File: config.mk
export PLATFORM = sky130hd
export DESIGN_NAME = hue_sequencer
export DESIGN_NICKNAME = d
export VERILOG_FILES = /design/src/rtl/fade_pkg.sv /design/src/rtl/step_prescaler.sv /design/src/rtl/hue_sequencer.sv
export SDC_FILE = /design/constraint.sdc
export NUM_CORES = 1
export LEC_CHECK = 0
export ABC_AREA = 1
export CAP_MARGIN = 0
export CORE_ASPECT_RATIO = 1.25
export CORE_MARGIN = 2
export CORE_UTILIZATION = 31
export CTS_CLUSTER_SIZE = 16
export DETAILED_ROUTE_END_ITERATION = 16
export SETUP_SLACK_MARGIN = 0.2
export SLEW_MARGIN = 20
export SYNTH_ARGS = -nofsm -noshare
export SYNTH_HDL_FRONTEND = slang
export SYNTH_SLANG_ARGS = --single-unit
File: constraint.sdc
create_clock -name clk -period 6.4 [get_ports clk]
set_clock_uncertainty 0.2 [all_clocks]
set_input_delay 1.92 -clock clk [delete_from_list [all_inputs] [get_ports clk]]
set_output_delay 1.92 -clock clk [all_outputs]
set_load 0.05 [all_outputs]
File: src/rtl/fade_pkg.sv
// fade_pkg: shared types for the colour-wheel fade sequencer.
//   phase_t    : the six fade phases, named after the channel that moves
//   NUM_PHASES : number of phases in one colour-wheel revolution
//   next_phase : successor phase, wrapping from the last back to the first
package fade_pkg;

    typedef enum logic [2:0] {
        PH_G_UP = 3'd0,
        PH_R_DN = 3'd1,
        PH_B_UP = 3'd2,
        PH_G_DN = 3'd3,
        PH_R_UP = 3'd4,
        PH_B_DN = 3'd5
    } phase_t;

    localparam int unsigned NUM_PHASES = 6;

    function automatic phase_t next_phase(input phase_t ph);
        if (ph == 3'(NUM_PHASES - 1)) begin
            return PH_G_UP;
        end
        return phase_t'(ph + 3'd1);
    endfunction

endpackage

File: src/rtl/step_prescaler.sv
// step_prescaler: free-running divider that emits one-cycle ramp-step ticks.
//   clk   in  system clock
//   rst   in  asynchronous active-high reset
//   en    in  count enable; the count freezes while low
//   clear in  synchronous return of the count to zero (wins over counting)
//   tick  out high on the enabled cycle where the count sits at TICKS-1
module step_prescaler #(
    parameter int unsigned TICKS = 20000
) (
    input  logic clk,
    input  logic rst,
    input  logic en,
    input  logic clear,
    output logic tick
);

    localparam int unsigned CW   = (TICKS > 1) ? $clog2(TICKS) : 1;
    localparam logic [CW-1:0] LAST = CW'(TICKS - 1);

    logic [CW-1:0] r_cnt;
    logic [CW-1:0] w_cnt_d;

    assign tick = en && (r_cnt == LAST);

    always_comb begin
        w_cnt_d = r_cnt;
        if (clear) begin
            w_cnt_d = '0;
        end else if (tick) begin
            w_cnt_d = '0;
        end else if (en) begin
            w_cnt_d = r_cnt + 1'b1;
        end
    end

    always_ff @(posedge clk or posedge rst) begin
        if (rst) begin
            r_cnt <= '0;
        end else begin
            r_cnt <= w_cnt_d;
        end
    end

endmodule

File: src/rtl/hue_sequencer.sv
// hue_sequencer: drives three PWM duty values through a six-phase colour-wheel fade.
//   clk, rst           clock / asynchronous active-high reset
//   en                 advance prescaler and ramp when high, freeze when low
//   restart            one-cycle request back to phase 0, ramp 0
//   pwm_wrap           PWM period boundary; the only moment duties are committed
//   duty_r/g/b         committed duty per channel, 0..PWM_INTERVAL
//   phase              current phase 0..5
//   phase_done         one-cycle pulse after the edge that advanced the phase
// DW is derived from PWM_INTERVAL and must not be overridden.
module hue_sequencer
    import fade_pkg::*;
#(
    parameter int unsigned PWM_INTERVAL   = 1200,
    parameter int unsigned DUTY_STEP      = 12,
    parameter int unsigned TICKS_PER_STEP = 20000,
    parameter int unsigned DW             = $clog2(PWM_INTERVAL + 1)
) (
    input  logic          clk,
    input  logic          rst,
    input  logic          en,
    input  logic          restart,
    input  logic          pwm_wrap,
    output logic [DW-1:0] duty_r,
    output logic [DW-1:0] duty_g,
    output logic [DW-1:0] duty_b,
    output logic [2:0]    phase,
    output logic          phase_done
);

    localparam logic [DW-1:0] FULL     = DW'(PWM_INTERVAL);
    localparam logic [DW:0]   STEP_EXT = (DW + 1)'(DUTY_STEP);

    phase_t        r_phase,      w_phase_d;
    logic [DW-1:0] r_ramp,       w_ramp_d;
    logic          r_phase_done, w_phase_done_d;
    logic [DW-1:0] r_duty_r, r_duty_g, r_duty_b;
    logic [DW-1:0] w_tgt_r,  w_tgt_g,  w_tgt_b;
    logic          w_step;
    logic [DW:0]   w_sum;
    logic [DW-1:0] w_ramp_up;
    logic [DW-1:0] w_dn;

    step_prescaler #(
        .TICKS (TICKS_PER_STEP)
    ) u_prescaler (
        .clk   (clk),
        .rst   (rst),
        .en    (en),
        .clear (restart),
        .tick  (w_step)
    );

    // One extra bit so ramp + step cannot wrap before the saturation compare.
    assign w_sum     = {1'b0, r_ramp} + STEP_EXT;
    assign w_ramp_up = (w_sum > {1'b0, FULL}) ? FULL : w_sum[DW-1:0];
    assign w_dn      = FULL - r_ramp;

    // Phase/ramp FSM next state. Restart overrides a coincident step.
    always_comb begin
        w_phase_d      = r_phase;
        w_ramp_d       = r_ramp;
        w_phase_done_d = 1'b0;
        if (restart) begin
            w_phase_d = PH_G_UP;
            w_ramp_d  = '0;
        end else if (w_step) begin
            if (r_ramp < FULL) begin
                w_ramp_d = w_ramp_up;
            end else begin
                // A full ramp gets one extra step as a hold before the phase turns.
                w_ramp_d       = '0;
                w_phase_d      = next_phase(r_phase);
                w_phase_done_d = 1'b1;
            end
        end
    end

    always_ff @(posedge clk or posedge rst) begin
        if (rst) begin
            r_phase      <= PH_G_UP;
            r_ramp       <= '0;
            r_phase_done <= 1'b0;
        end else begin
            r_phase      <= w_phase_d;
            r_ramp       <= w_ramp_d;
            r_phase_done <= w_phase_done_d;
        end
    end

    // Targets: the end of each phase equals the start of the next.
    always_comb begin
        w_tgt_r = '0;
        w_tgt_g = '0;
        w_tgt_b = '0;
        unique case (r_phase)
            PH_G_UP: begin w_tgt_r = FULL;   w_tgt_g = r_ramp; w_tgt_b = '0;     end
            PH_R_DN: begin w_tgt_r = w_dn;   w_tgt_g = FULL;   w_tgt_b = '0;     end
            PH_B_UP: begin w_tgt_r = '0;     w_tgt_g = FULL;   w_tgt_b = r_ramp; end
            PH_G_DN: begin w_tgt_r = '0;     w_tgt_g = w_dn;   w_tgt_b = FULL;   end
            PH_R_UP: begin w_tgt_r = r_ramp; w_tgt_g = '0;     w_tgt_b = FULL;   end
            PH_B_DN: begin w_tgt_r = FULL;   w_tgt_g = '0;     w_tgt_b = w_dn;   end
            default: begin w_tgt_r = FULL;   w_tgt_g = '0;     w_tgt_b = '0;     end
        endcase
    end

    // Commit only at PWM period boundaries so a period never sees a duty change.
    always_ff @(posedge clk or posedge rst) begin
        if (rst) begin
            r_duty_r <= FULL;
            r_duty_g <= '0;
            r_duty_b <= '0;
        end else if (pwm_wrap) begin
            r_duty_r <= w_tgt_r;
            r_duty_g <= w_tgt_g;
            r_duty_b <= w_tgt_b;
        end
    end

    assign duty_r     = r_duty_r;
    assign duty_g     = r_duty_g;
    assign duty_b     = r_duty_b;
    assign phase      = r_phase;
    assign phase_done = r_phase_done;

endmodule

==> impl_metrics.toml <==
[timing]
tns_ns = 0
setup_violations = 0
slew_violations = 0
worstMarginPinSlew_ns = 0.7866
fmax_mhz = 265.4
layout_setup_ws_ns = 2.632
max_slew_margin = 0.4756
fin_crit_sh = 0.5887
hold_viol = 0
rsz0062_at_grt = "false"
fin_crit_ns = 3.768

[synthesis]
synth_area_um2 = 3363
synthSimpleGateAreaFrac = 0.3121
syn_avg_cell_area_um2 = 7.592
netlist_instances = 443
synth_fa_ha_area_frac = 0.01860
seq_area_frac_synth = 0.4554
synthTopCellsByArea = "dfrtp_1 (42%), nand2_1 (15%), inv_1 (5.5%)"
synth_top_area_frac = 0.4241
yosys-mux-area-fraction = 0
synthDistinctLibCells = 39
yosys_warnings = 0
ys_ff_latch = 61
synth_xor_area_frac = 0.01302
synth_top_family_by_area = "simple AND/OR/NAND/NOR gates"
synth_compound_area_frac = 0.1228
synth_largest_area_cell = "dfrtp_1"
synthesis.nets = 453

[critical_path]
cp_top_family = "buffers and inverters"
rrSetupSlack_ns = 4.19
timing_worst_setup_path_type = "flop to output pin"
cp_num_buf_inv = 1
cp_max_fo = 2
startpoint_type = "flop"
cp-end-kind = "output pin"
cpMaxStageDelayCell = "clkdlybuf4s50_1"
worstPathCellList = "clkdlybuf4s50_1"
critPathRequiredTime_ns = 4.28
cp.arrival_ns = 1.65
cp_slowest_stage_delay_ns = 0.79

[place]
dp_hpwl_um = 6196
gp_congestion = 0.8688
io_buffers = 41
dp_slack_ns = 2.376

[cts]
tritoncts = "done"
cts_sinks = 61
ctsLongestPathBuffers = 2
cts_inserted_buffers = 9
ctsHoldBuffers = 0
clk_pin_slew_worst_paths_ns = 0.05
cts_resized = 0
h-tree-depth = 3
clock-root-buffer = "clkbuf_16"
post-cts-setup-buffers = 0
clock_latency_ns = 0.33

[layout]
nets = 498
area_growth_pct = 25.26
diodes = 0
drive_gt1_frac = 0.09350
finish.utilization = 0.3988

[run]
maxCapViolations = 0

[grt]
grt_pass1_vias = 3013
grt_max_degree = 62
grt_pass1_wl_um = 14040
antenna_found_initial = 0
track_usage = 0.1490
overflow = 0

[die]
dieArea_um2 = 11700
die-width_um = 97.16
initial_utilization = 0.3184
core-area_um2 = 10560
num_rows = 42
die_y_um = 120.5
num_io_pins = 42

[route]
wire_per_inst_um = 13.45
drt-initial-drc-count = 220
drtPass1Iterations = 4
viasPerCell = 4.939
drcViolationCount = 0
drt-total-wl_um = 8393
drtAntennaViolNets = 0
num_vias = 3082

[power]
leakage_nw = 1.968
power_density_nw_per_um2 = 212.4
ir_drop_mv = 0.1157

[hold_path]
hp-class = "flop to flop"

[outcome]
outcome = "finished clean"
per-stage QoR:
step	instances	hold WS [ns]	instance area, µm²	power [W]
after global routing	624	0.2882	4213	0.0009271
after floorplan	443	0.2761	3363	0.0004108
final	624	0.2752	4213	0.0008950
after global placement	609	0.2641	3913	0.0004202
after CTS	624	0.2800	4213	0.0009105
after detailed placement	609	0.2663	3913	0.0004205
state kept, by name, indices dropped and copies added (netlist names):
name	flops
u_prescaler.r_cnt	15
duty_b	11
duty_g	11
duty_r	11
r_ramp	9
phase	3
phase_done	1
Yosys cell counts, drive strengths merged:
cell type  count
nand2        135
dfrtp         57
inv           56
nor2          40
nand3         31
o21ai         29
a21oi         13
o22ai         12
nand4         11
nor3          10
a31oi          5
buf            5
clkbuf         5
ha             5
o211ai         5
xor2           5
dfstp          4
or2            3
a22oi          2
nor3b          2
nor4           2
o31ai          2
a211oi         1
a32o           1
clkinv         1
nand3b         1
cells in the final DEF, fill, tap and decap left out, types with 2 or more instances in the layout:
cell             netlist  layout
inv_2                  7       8
o31ai_1                2       2
o21ai_1                2       2
o211ai_1               5       5
nor3b_1                2       2
inv_1                 49      48
buf_4                  0       3
a31oi_1                5       5
clkbuf_16              0       9
dfstp_2                4       4
nand3_2                3       3
xor2_1                 5       5
o21ai_0               25      25
clkinv_2               0       2
clkbuf_8               0       2
o22ai_1               12      12
nand2_1              132     132
nand3_1               28      28
dfrtp_1               57      57
a22oi_1                2       2
nand4_1               10      10
ha_1                   5       5
nor2_2                 3       3
clkdlybuf4s50_1        0      41
nor4_1                 2       2
o21ai_2                2       2
a21oi_1               12      12
nor3_1                 9       9
nand2_4                3       3
nor2_1                37      37
worst paths after layout:
| check | start | to | cells past startpoint |
|---|---|---|---|
| setup / recovery | duty_r[7]$_DFFE_PP1P_ | duty_r[7] | 1 |
| min in group asynchronous | rst | duty_b[0]$_DFFE_PP0P_ | 3 |
| hold reg to reg | duty_r[2]$_DFFE_PP0P_ | duty_r[2]$_DFFE_PP0P_ | 2 |
| setup reg to reg | r_ramp[2]$_DFFE_PP0P_ | r_ramp[7]$_DFFE_PP0P_ | 12 |
| hold / removal | duty_r[2]$_DFFE_PP0P_ | duty_r[2]$_DFFE_PP0P_ | 2 |
| max in group asynchronous | rst | u_prescaler.r_cnt[11]$_DFFE_PP0P_ | 3 |
cells by family (layout without fill, tap and decap cells):
group | Yosys count | after routing
AOI/OAI and AO/OA | 70 | 70
adders and majority gates | 5 | 5
xor gates and xnor gates | 5 | 5
and+or+nand+nor | 235 | 235
buffers and inverters | 67 | 116
DFF | 61 | 61
report_power, final:
group / leakage, nW / total [W] / switching [W] / internal [W]
logic: 0.983 / 0.0000241 / 0.0000187 / 0.00000543
clock network: 0.147 / 0.000482 / 0.000164 / 0.000318
registers: 0.837 / 0.000389 / 0.00000169 / 0.000388
layout make-up:
cell class / count / area (µm²)
multi-input combinational: 315 / 1569
sequential: 61 / 1531
inverter: 57 / 214.0
timing repair buffer: 44 / 432.9
tap: 132 / 165.2
clock inverter: 4 / 47.55
fill: 1066 / 6350
clock buffer: 11 / 252.7
routing by layer:
| layer | GRT usage | routed length [µm] |
|---|---|---|
| met5 | 0 | 0 |
| met4 | 0.05986 | 172 |
| met3 | 0.03468 | 418 |
| met2 | 0.2552 | 4119 |
| met1 | 0.1811 | 3682 |
Note: power is estimated with default switching activity, not from simulation.
